[config.mk]
export PLATFORM = sky130hd
export DESIGN_NAME = pll_reset_sequencer
export DESIGN_NICKNAME = d
export VERILOG_FILES = /design/src/rtl/pll_reset_seq_pkg.sv /design/src/rtl/sync_2ff.sv /design/src/rtl/pll_reset_sequencer.sv
export SDC_FILE = /design/constraint.sdc
export NUM_CORES = 1
export LEC_CHECK = 0
export CAP_MARGIN = 20
export CORE_MARGIN = 4
export CORE_UTILIZATION = 25
export DETAILED_ROUTE_END_ITERATION = 10
export HOLD_SLACK_MARGIN = 0.12
export PLACE_DENSITY = 0.42
export SLEW_MARGIN = 30
export SYNTH_ARGS = -nofsm -noshare
export SYNTH_HDL_FRONTEND = slang
export SYNTH_SLANG_ARGS = --single-unit
[constraint.sdc]
create_clock -name iCLOCK -period 2.9 [get_ports iCLOCK]
set_input_delay 0.58 -clock iCLOCK [delete_from_list [all_inputs] [get_ports iCLOCK]]
set_output_delay 0.58 -clock iCLOCK [all_outputs]
set_load 0.05 [all_outputs]
[src/rtl/pll_reset_seq_pkg.sv]
// Shared types and width helpers for the PLL / domain reset sequencer.
// The state encoding is exported on oSTATE for debug.
package pll_reset_seq_pkg;

  typedef enum logic [2:0] {
    PLL_RESET = 3'd0,
    WAIT_LOCK = 3'd1,
    STABLE    = 3'd2,
    RELEASE   = 3'd3,
    RUN       = 3'd4,
    FAIL      = 3'd5
  } seqState_t;

  localparam int SYNC_STAGES = 2;

  function automatic int maxOf(input int a, input int b);
    return (a > b) ? a : b;
  endfunction

  // Bits needed to hold 0..maxVal without wrapping.
  function automatic int cntWidth(input int maxVal);
    return (maxVal < 1) ? 1 : $clog2(maxVal + 1);
  endfunction

endpackage

[src/rtl/sync_2ff.sv]
// Two-flop synchronizer for a single asynchronous level into the 'clock' domain.
// A synchronous active-high reset forces both flops to P_RESET_VALUE.
module sync_2ff #(
  parameter logic P_RESET_VALUE = 1'b0
) (
  input  logic clock,
  input  logic reset,
  input  logic d,
  output logic q
);

  logic meta;

  always_ff @(posedge clock) begin
    if (reset) begin
      meta <= P_RESET_VALUE;
      q    <= P_RESET_VALUE;
    end else begin
      meta <= d;
      q    <= meta;
    end
  end

endmodule

[src/rtl/pll_reset_sequencer.sv]
// Pulses the PLL reset, waits for a stable lock (with timeout and retry budget),
// then releases the MAIN, VGA and ASMI domain resets in staged order.
module pll_reset_sequencer
  import pll_reset_seq_pkg::*;
#(
  parameter int P_PLL_RST_CYCLES = 16,
  parameter int P_LOCK_TIMEOUT   = 65536,
  parameter int P_STABLE_CYCLES  = 1024,
  parameter int P_STAGE_GAP      = 64,
  parameter int P_MAX_RETRY      = 4
) (
  input  logic       iCLOCK,
  input  logic       iRESET_SYNC,
  input  logic       iPLL_LOCK,
  input  logic       iREQ_RESTART,
  output logic       oPLL_RST,
  output logic       oRESET_MAIN,
  output logic       oRESET_VGA,
  output logic       oRESET_ASMI,
  output logic       oSYSTEM_READY,
  output logic       oFAIL,
  output logic [2:0] oSTATE
);

  localparam int CNT_MAX = maxOf(maxOf(P_PLL_RST_CYCLES, P_LOCK_TIMEOUT),
                                 maxOf(P_STABLE_CYCLES, 2 * P_STAGE_GAP));
  localparam int CNT_W   = cntWidth(CNT_MAX);
  localparam int RETRY_W = cntWidth(P_MAX_RETRY);

  localparam logic [CNT_W-1:0]   RST_LAST    = CNT_W'(P_PLL_RST_CYCLES - 1);
  localparam logic [CNT_W-1:0]   TIMEOUT_LAST = CNT_W'(P_LOCK_TIMEOUT - 1);
  localparam logic [CNT_W-1:0]   STABLE_LAST = CNT_W'(P_STABLE_CYCLES - 1);
  localparam logic [CNT_W-1:0]   VGA_LAST    = CNT_W'(P_STAGE_GAP - 1);
  localparam logic [CNT_W-1:0]   ASMI_LAST   = CNT_W'(2 * P_STAGE_GAP - 1);
  localparam logic [RETRY_W-1:0] RETRY_MAX   = RETRY_W'(P_MAX_RETRY);

  logic               lockS;
  seqState_t          state;
  logic [CNT_W-1:0]   cnt;
  logic [CNT_W-1:0]   cntInc;
  logic [RETRY_W-1:0] retry;
  logic [RETRY_W-1:0] retryInc;
  logic               abortSeq;

  sync_2ff #(
    .P_RESET_VALUE(1'b0)
  ) uLockSync (
    .clock(iCLOCK),
    .reset(iRESET_SYNC),
    .d    (iPLL_LOCK),
    .q    (lockS)
  );

  // Saturating increments, plus the condition that throws every domain back
  // into reset: an explicit restart, or lock lost once resets are being released.
  always_comb begin
    cntInc = cnt;
    if (cnt != '1) cntInc = cnt + 1'b1;
    retryInc = retry;
    if (retry != RETRY_MAX) retryInc = retry + 1'b1;
    abortSeq = iREQ_RESTART | (((state == RELEASE) || (state == RUN)) && !lockS);
  end

  always_ff @(posedge iCLOCK) begin
    if (iRESET_SYNC) begin
      state         <= PLL_RESET;
      cnt           <= '0;
      retry         <= '0;
      oPLL_RST      <= 1'b1;
      oRESET_MAIN   <= 1'b1;
      oRESET_VGA    <= 1'b1;
      oRESET_ASMI   <= 1'b1;
      oSYSTEM_READY <= 1'b0;
      oFAIL         <= 1'b0;
    end else if (abortSeq) begin
      state         <= PLL_RESET;
      cnt           <= '0;
      oPLL_RST      <= 1'b1;
      oRESET_MAIN   <= 1'b1;
      oRESET_VGA    <= 1'b1;
      oRESET_ASMI   <= 1'b1;
      oSYSTEM_READY <= 1'b0;
      oFAIL         <= 1'b0;
      if (iREQ_RESTART) retry <= '0;
    end else begin
      case (state)
        PLL_RESET: begin
          oPLL_RST <= 1'b1;
          if (cnt == RST_LAST) begin
            state    <= WAIT_LOCK;
            cnt      <= '0;
            oPLL_RST <= 1'b0;
          end else begin
            cnt <= cntInc;
          end
        end
        WAIT_LOCK: begin
          if (lockS) begin
            state <= STABLE;
            cnt   <= '0;
          end else if (cnt == TIMEOUT_LAST) begin
            retry <= retryInc;
            cnt   <= '0;
            if (retryInc == RETRY_MAX) begin
              state <= FAIL;
              oFAIL <= 1'b1;
            end else begin
              state    <= PLL_RESET;
              oPLL_RST <= 1'b1;
            end
          end else begin
            cnt <= cntInc;
          end
        end
        STABLE: begin
          if (!lockS) begin
            state <= WAIT_LOCK;
            cnt   <= '0;
          end else if (cnt == STABLE_LAST) begin
            state       <= RELEASE;
            cnt         <= '0;
            retry       <= '0;
            oRESET_MAIN <= 1'b0;
          end else begin
            cnt <= cntInc;
          end
        end
        RELEASE: begin
          cnt <= cntInc;
          if (cnt == VGA_LAST) oRESET_VGA <= 1'b0;
          if (cnt == ASMI_LAST) begin
            state         <= RUN;
            oRESET_ASMI   <= 1'b0;
            oSYSTEM_READY <= 1'b1;
          end
        end
        RUN: begin
          oSYSTEM_READY <= 1'b1;
        end
        FAIL: begin
          oFAIL    <= 1'b1;
          oPLL_RST <= 1'b0;
        end
        default: begin
          state    <= PLL_RESET;
          cnt      <= '0;
          oPLL_RST <= 1'b1;
        end
      endcase
    end
  end

  assign oSTATE = state;

endmodule

==> results of run 1 <==
-- placed cells by master (no fill, tap or decap), types with 2 or more instances in the layout --
master	netlist	layout
and2b_2	2	2
o41ai_1	2	2
dfxtp_1	31	31
nor4_1	3	3
nand3_1	21	21
nand4_1	6	6
nand2b_1	3	3
buf_4	3	7
or3_1	3	3
clkdlybuf4s50_1	0	12
a311oi_1	3	3
a21oi_1	19	19
ha_1	3	3
o21ai_0	14	14
nand2_1	28	28
nor2_1	20	20
o311ai_0	3	3
a31oi_1	4	4
nor2b_1	2	2
inv_1	8	8
nor3_1	7	7
a21o_1	2	2
nand3b_1	2	2
xor2_1	2	2
o21ai_1	2	2
a21boi_0	2	2
o21a_1	3	3
nor3b_1	3	3
clkbuf_8	0	7
o31ai_1	3	3
-- Yosys cell counts (2+ instances only) --
cell type and n:
a21boi_0 2, nand3_1 21, a21o_1 2, nor3_1 7, buf_6 3, buf_2 2
a31oi_1 4, o31ai_1 3, nand4_1 6, or3_1 3, nor2b_1 2, o21ai_1 2
xor2_1 2, nor4_1 3, buf_4 3, o311ai_0 3, nand2b_1 3, dfxtp_1 31
inv_1 8, o21a_1 3, nor2_1 20, clkbuf_1 2, o41ai_1 2, ha_1 3
nor3b_1 3, and2b_2 2, o21ai_0 14, a21oi_1 19, nand2_1 28, a311oi_1 3
nand3b_1 2
-- worst reg2reg max path: stages, from the launching register on --
cell      delay, ns
dfxtp_1        0.41
ha_1           0.24
nand3_2        0.14
or4_4          0.60
o21ai_0        0.28
a41oi_2        0.42
nand3_1        0.21
o311ai_0       0.13
-- layout make-up --
| cell class | instances | area share |
|---|---|---|
| clock buffer | 8 | 0.0459 |
| timing repair buffer | 19 | 0.0792 |
| tap | 99 | 0.0568 |
| inverter | 8 | 0.0138 |
| multi-input combinational | 185 | 0.520 |
| sequential | 31 | 0.285 |
-- worst max path at each step --
stage                     endpoint    from  depth (start not counted)
after floorplan            cnt[14]  cnt[0]                          8
after global routing       cnt[11]  cnt[0]                          7
after detailed placement   cnt[14]  cnt[0]                          7
after CTS                  cnt[14]  cnt[0]                          7
after global placement     cnt[11]  cnt[0]                          7
final                      cnt[11]  cnt[0]                          7
-- metal layers --
metal  vias to the layer above  GRT usage
li1                        900          -
met1                       789      0.172
met2                        28      0.175
met3                         5     0.0280
met4                         0     0.0361
met5                         -          0
-- kinds of logic (layout without fill, tap and decap cells) --
| logic type | after synthesis | after routing |
|---|---|---|
| xor gates and xnor gates | 2 | 2 |
| AOI/OAI and AO/OA | 65 | 65 |
| DFF | 31 | 31 |
| adders and majority gates | 3 | 3 |
| buffers and inverters | 18 | 35 |
| muxes | 1 | 1 |
| and+or+nand+nor | 114 | 114 |
-- power groups by stage --
stage               Sequential [uW]  Clock [uW]  Combinational (uW)
finish                          431         387                30.0
global placement                441           0                30.6
floorplan                       440           0                18.7
detailed placement              441           0                30.3
global route                    431         422                34.4
CTS                             431         406                30.5
-- per-stage QoR --
step / hold slack [ns] / cells / util / power (uW)
2_1_floorplan: 0.414 / 234 / - / 459
3_3_place_gp: 0.433 / 342 / 0.287 / 471
3_5_place_dp: 0.440 / 342 / 0.287 / 471
4_1_cts: 0.458 / 350 / 0.301 / 867
5_1_grt: 0.466 / 350 / 0.301 / 887
6_report: 0.454 / 350 / 0.301 / 848
==> metrics.yaml, run 1 <==
status: "finished, final reports clean"
cts_setup_buffers: 0
place_area_sq_mm: 0.00208
rr_worst_depth: 7
synth_area_sq_mm: 0.00186
fin_crit_sh: 0.888
row_count: 31
routed_wl_mm: 4.84
synth_seq_cells: 31
ys_warn_count: 0
coreArea_sq_mm: 0.00725
power_frac_clock: 0.456
cp_slowest_cell: "or4_4"
synth_fa_ha_area_frac: 0.0202
crit_path_max_incr_delay_ns: 0.60
syn_inst: 234
hold_path_class: "reg2reg"
worstMarginPinSlew_ns: 0.679
regArea_sq_um: 621
ant_nets: 0
dr.pass1.iters: 4
r2r_end: "cnt[11]"
path_cells: "ha_1 -> nand3_2 -> or4_4 -> o21ai_0 -> a41oi_2 -> nand3_1 -> o311ai_0"
synth_top_area_cell: "dfxtp_1"
cp_top_family: "simple AND/OR/NAND/NOR gates"
ys_seq_area_frac: 0.334
drt-met1-wl_mm: 2.50
ys_types: 54
synth_area_per_cell_sq_um: 7.94
yosys.area_share.simple: 0.334
wl_met3_um: 178
regMostFlops: "cnt"
design_area_sq_mm: 0.00218
hp-start: "oRESET_ASMI"
drc: 0
synth-compound-area-share: 0.241
layout_setup_ws_ns: 0.325
cp-end-kind: "flop"
max_freq_mhz: 388
gp_congestion: 0.773
start_kind: "flop"
fin_skew_ns: 0.00673
cts_max_path_buffers: 2
grt_pass1_wl_mm: 8.32
cts_tree: "done"
dp_hpwl_mm: 3.60
cts_root_buffer: "clkbuf_8"
grt_max_degree: 15
synth_top_family_by_area: "simple AND/OR/NAND/NOR gates"
relSlewSlack: 0.547
multi_input_area_sq_mm: 0.00113
reg2reg_slack_ns: 0.33
ys.flop_type: "dfxtp_1"
clk-insertion-delay-late_ns: 0.28
io_pins: 13
worstPathArrival_ns: 2.72
seq_power_share: 0.509
synth_nets: 241
vias: 1722
drive_gt1_frac: 0.116
globalRouteTotalUtil: 0.120
diodes: 0
finalHoldViolations: 0
avgViaCountPerCell: 4.92
die_h_um: 94.2
dr.first_iter.drc_count: 102
grt_pass1_vias: 1653
power.share.combinational: 0.035
setup-violations-final: 0
fin_crit_ns: 2.57
crit_buf_inv: 0
wire_per_inst_um: 13.8
die_w_um: 94.2
syn2layout_area_growth_pct: 17.4
initial_core_util: 0.256
cp_max_fo: 14
cts_sinks: 31
io_buffers: 12
ir_drop_mv: 0.156
slew_violations: 0
r2r_start: "cnt[0]"
cap_viol_max_count: 0
grt_overflow: 0
intPower_uw: 658
antenna_found_initial: 0
postCtsResizedCells: 0
dp_slack_ns: 0.330
p_leak_uw: 0.000713
wl_met2_mm: 2.09
hold_path_end: "oRESET_ASMI"
fin_nets: 257
clkTransAtPathRegs_ns: 0.07
dr.max_layer_used: "met4"
htree_levels: 2
cts-buffers-inserted: 5
fillers: 797
synth_area_leaders: "dfxtp_1 33%, nand2_1 5.7%, nand3_1 5.7%, a21oi_1 5.1%, nor2_1 4.0%"
crit_type: "reg2reg"
synth_async_sr_flop_share: 0
rsz0062_at_grt: "no"
synth_edf_count: 0
cts_hold_buf: 0
min_delay_path_depth: 2
swShare: 0.224
synth_xor_xnor_area_share: 0.00943
crit_required_ns: 3.04
p_per_area_mw_per_mm2: 389
synthMuxAreaShare: 0.00539
p_switching_uw: 190
tns_ns: 0
largest_reg_flops: 17
yosysTopAreaCellShare: 0.334
die-area_sq_mm: 0.00888
No activity file was read; power rests on OpenSTA's default activity.
==> inputs of run 2 (changes only) <==
Settings changed: CORE_MARGIN 4 to 5.
==> metrics.yaml, run 2 (synthesized netlist as in run 1, its figures left out) <==
slew_violations: 0  # unchanged
ant_nets: 0  # unchanged
crit_path_max_incr_delay_ns: 0.60  # about the same
layout_commonest_cell: "dfxtp_1"
path_cells: "ha_1 -> nand3_2 -> or4_4 -> o21ai_0 -> a41oi_2 -> nand3_1 -> o311ai_0"
cts_max_path_buffers: 2  # unchanged
fin_nets: 257  # unchanged
antenna_found_initial: 0  # unchanged
drc: 0  # unchanged
largest_reg_flops: 17  # unchanged
dp.cells: 342  # unchanged
fin_cells: 350  # unchanged
cts_hold_buf: 0  # unchanged
start_kind: "flop"
globalRouteTotalUtil: 0.117  # -0.00306
cp_slowest_cell: "or4_4"
cp_max_fo: 14  # unchanged
regMostFlops: "cnt"
fin_crit_ns: 2.59  # +0.0166 ns
clk-insertion-delay-late_ns: 0.28  # about the same
tns_ns: 0  # unchanged
hold_path_class: "reg2reg"
die_w_um: 96.2  # +2.1%
vias: 1700  # -1.3%
routed_wl_mm: 4.90  # +1.3%
rsz0062_at_grt: "no"
grt_max_degree: 16  # +1
cts_root_buffer: "clkbuf_8"
cap_viol_max_count: 0  # unchanged
grt_pass1_vias: 1644  # -0.54%
final_cell_mix: "31 x dfxtp_1, 28 x nand2_1, 21 x nand3_1"
worstPathArrival_ns: 2.73  # about the same
power.total_uw: 845  # -0.32%
grt_pass1_wl_mm: 8.43  # +1.3%
die_h_um: 96.2  # +2.1%
dr.first_iter.drc_count: 70  # -31%
design_area_sq_mm: 0.00218  # unchanged
ir_drop_mv: 0.127  # -19%
clkTransAtPathRegs_ns: 0.07  # about the same
wire_per_inst_um: 14.0  # +1.3%
io_pins: 13  # unchanged
cts_sinks: 31  # unchanged
die-area_sq_mm: 0.00926  # +4.3%
drive_gt1_frac: 0.116  # unchanged
crit_type: "reg2reg"
place_area_sq_mm: 0.00208  # unchanged
cp-end-kind: "flop"
cts_setup_buffers: 0  # unchanged
postCtsResizedCells: 0  # unchanged
cts_tree: "done"
diodes: 0  # unchanged
setup-violations-final: 0  # unchanged
io_buffers: 12  # unchanged
dr.pass1.iters: 4  # unchanged
row_count: 31  # unchanged
initial_core_util: 0.256  # unchanged
p_per_area_mw_per_mm2: 388  # -0.32%
grt_overflow: 0  # unchanged
cts-buffers-inserted: 5  # unchanged
finalHoldViolations: 0  # unchanged
dp_hpwl_mm: 3.59  # -0.15%
syn2layout_area_growth_pct: 17.4  # unchanged
status: "finished, final reports clean"
avgViaCountPerCell: 4.86  # -1.3%
fin_crit_sh: 0.893  # +0.00572
crit_buf_inv: 0  # unchanged
coreArea_sq_mm: 0.00725  # unchanged
gp_congestion: 0.747  # -3.4%
fin_skew_ns: 0.00654  # -0.000185 ns
worstMarginPinSlew_ns: 0.644  # -0.0348 ns
crit_required_ns: 3.04  # about the same
htree_levels: 2  # unchanged
relSlewSlack: 0.559  # +0.0121
cp_top_family: "simple AND/OR/NAND/NOR gates"
max_freq_mhz: 386  # -0.64%
p_leak_uw: 0.000713  # unchanged
-- run 2: cell counts in the layout (fill, tap and decap cells not counted) --
No cell type changed its count.
-- run 2: tightest hold or removal path: cells and delay by family (launching register included) --
family / cells / cell delay [ns]
flops: 1 / 0.31
simple gates: 2 / 0.09
-- run 2: area by class of cell --
| class | instances | area [sq um] |
|---|---|---|
| inverters | 8 | 30.0 |
| multi-input cells | 185 | 1130 |
| repair buffers | 19 | 173 |
| clock buffers | 8 | 100 |
| fillers | 804 | 5070 |
| well taps | 99 | 124 |
| flip-flops and latches | 31 | 621 |
-- run 2: worst paths after layout --
check                   start           to  slack [ns]  depth (start not counted)
setup / recovery       cnt[0]       cnt[7]        0.31                          7
hold / removal    oRESET_ASMI  oRESET_ASMI        0.45                          2
setup reg to reg       cnt[0]       cnt[7]        0.31                          7
hold reg to reg   oRESET_ASMI  oRESET_ASMI        0.45                          2
-- run 2: metal layers --
metal	GRT usage	wire length, um	vias to the layer above
li1	-	-	898
met5	0	0	-
met2	0.177	2110	21
met1	0.165	2600	777
met3	0.0211	119	4
met4	0.0391	65	0
-- run 2: metrics by stage --
step | hold WS, ns | util | setup slack (ns)
2_1_floorplan | 0.414 | - | 0.701
3_3_place_gp | 0.432 | 0.287 | 0.411
3_5_place_dp | 0.429 | 0.287 | 0.327
4_1_cts | 0.455 | 0.301 | 0.311
5_1_grt | 0.464 | 0.301 | 0.0197
6_report | 0.450 | 0.301 | 0.309
-- run 2: report_power, final --
part | switching, uW | internal (uW)
logic | 17.1 | 13.2
clock network | 167 | 217
registers | 3.08 | 428
==> inputs of run 3 (changes only) <==
Settings changed: CTS_BUF_LIST set to sky130_fd_sc_hd__clkbuf_2 sky130_fd_sc_hd__clkbuf_4 sky130_fd_sc_hd__clkbuf_8.
==> metrics.yaml, run 3 (synthesized netlist as in run 1, its figures left out) <==
crit_type: "reg2reg"
fin_crit_ns: 2.59  # +0.000176 ns
ant_nets: 0  # unchanged
coreArea_sq_mm: 0.00725  # unchanged
worstMarginPinSlew_ns: 0.644  # unchanged
p_per_area_mw_per_mm2: 391  # +0.95%
io_pins: 13  # unchanged
drc: 0  # unchanged
seq_power_share: 0.505  # -0.005
avgViaCountPerCell: 4.86  # unchanged
row_count: 31  # unchanged
diodes: 0  # unchanged
p_switching_uw: 187  # about the same
globalRouteTotalUtil: 0.117  # unchanged
cts_max_path_buffers: 2  # unchanged
io_buffers: 12  # unchanged
antenna_found_initial: 0  # unchanged
routed_wl_mm: 4.90  # about the same
swShare: 0.219  # -0.00232
dr.first_iter.drc_count: 70  # unchanged
clkTransAtPathRegs_ns: 0.07  # about the same
rsz0062_at_grt: "no"
vias: 1700  # unchanged
relSlewSlack: 0.559  # unchanged
die-area_sq_mm: 0.00926  # unchanged
regMostFlops: "cnt"
cp-end-kind: "flop"
r2r_start: "cnt[0]"
p_leak_uw: 0.000717  # +0.48%
cts_hold_buf: 0  # unchanged
grt_pass1_vias: 1644  # unchanged
start_kind: "flop"
setup-violations-final: 0  # unchanged
cap_viol_max_count: 0  # unchanged
hold_path_class: "reg2reg"
power.share.combinational: 0.036  # about the same
drive_gt1_frac: 0.120  # +0.00398
r2r_end: "cnt[7]"
die_h_um: 96.2  # unchanged
status: "finished, final reports clean"
wire_per_inst_um: 14.0  # about the same
dp_hpwl_mm: 3.59  # unchanged
reg2reg_slack_ns: 0.31  # about the same
cts_sinks: 31  # unchanged
power.total_uw: 855  # +1.1%
hold_path_end: "oRESET_ASMI"
fin_skew_ns: 0.00666  # +0.000121 ns
grt_overflow: 0  # unchanged
grt_max_degree: 16  # unchanged
power_frac_clock: 0.460  # +0.006
crit_required_ns: 3.04  # about the same
slew_violations: 0  # unchanged
tns_ns: 0  # unchanged
grt_pass1_wl_mm: 8.43  # unchanged
intPower_uw: 668  # +1.4%
clk-insertion-delay-late_ns: 0.28  # about the same
cts_root_buffer: "clkbuf_8"
worstPathArrival_ns: 2.73  # about the same
rr_worst_depth: 7  # unchanged
postCtsResizedCells: 0  # unchanged
cts_tree: "done"
fin_crit_sh: 0.894  # about the same
htree_levels: 2  # unchanged
min_delay_path_depth: 2  # unchanged
syn2layout_area_growth_pct: 17.6
die_w_um: 96.2  # unchanged
cts_setup_buffers: 0  # unchanged
final_cell_mix: "31 x dfxtp_1, 28 x nand2_1, 21 x nand3_1"
finalHoldViolations: 0  # unchanged
ir_drop_mv: 0.127  # about the same
cts-buffers-inserted: 5  # unchanged
cp_max_fo: 14  # unchanged
layout_commonest_cell: "dfxtp_1"
hp-start: "oRESET_ASMI"
fin_nets: 257  # unchanged
dr.pass1.iters: 4  # unchanged
initial_core_util: 0.256  # unchanged
gp_congestion: 0.747  # unchanged
largest_reg_flops: 17  # unchanged
max_freq_mhz: 386  # about the same
[run 3: cell count changes in the layout (fill, tap and decap cells not counted)]
cell / change
clkbuf_1: -1
clkbuf_4: +1
[run 3: how the worst max path moves through the flow]
stage           start      end  slack [ns]
6_report       cnt[0]   cnt[7]        0.31
5_1_grt        cnt[0]  cnt[14]        0.02
4_1_cts        cnt[0]  cnt[14]        0.31
3_5_place_dp   cnt[0]  cnt[11]        0.33
3_3_place_gp   cnt[0]  cnt[14]        0.41
2_1_floorplan  cnt[0]  cnt[14]        0.70
[run 3: per-stage QoR]
step | hold slack (ns) | worst slack [ns] | cells | cell area (sq um) | util
3_5_place_dp | 0.429 | 0.327 | 342 | 2080 | 0.287
2_1_floorplan | 0.414 | 0.701 | 234 | 1860 | -
3_3_place_gp | 0.432 | 0.411 | 342 | 2080 | 0.287
5_1_grt | 0.464 | 0.0195 | 350 | 2180 | 0.301
6_report | 0.450 | 0.309 | 350 | 2180 | 0.301
4_1_cts | 0.455 | 0.311 | 350 | 2180 | 0.301
[run 3: power groups by stage]
stage	logic (uW)	clock network, uW	registers, uW
2_1_floorplan	18.7	0	440
3_3_place_gp	31.1	0	441
3_5_place_dp	30.7	0	441
4_1_cts	31.1	406	431
5_1_grt	34.5	427	431
6_report	30.3	393	431
[run 3: layout make-up]
type	count	area, sq um
multi-input cells	185	1130
flip-flops and latches	31	621
well taps	99	124
fillers	802	5070
clock buffers	8	104
inverters	8	30.0
repair buffers	19	173
[run 3: worst max-delay path, stage by stage (launching register included)]
cell      delay (ns)
dfxtp_1         0.41
ha_1            0.25
nand3_2         0.14
or4_4           0.60
o21ai_0         0.30
a41oi_2         0.41
nand3_1         0.20
o311ai_0        0.14
[run 3: layer usage]
layer | vias to the layer above | track usage | part of all wire
met5 | - | 0 | 0
met1 | 777 | 0.165 | 0.53
met2 | 21 | 0.177 | 0.43
met3 | 4 | 0.0211 | 0.024
li1 | 898 | - | -
met4 | 0 | 0.0391 | 0.013
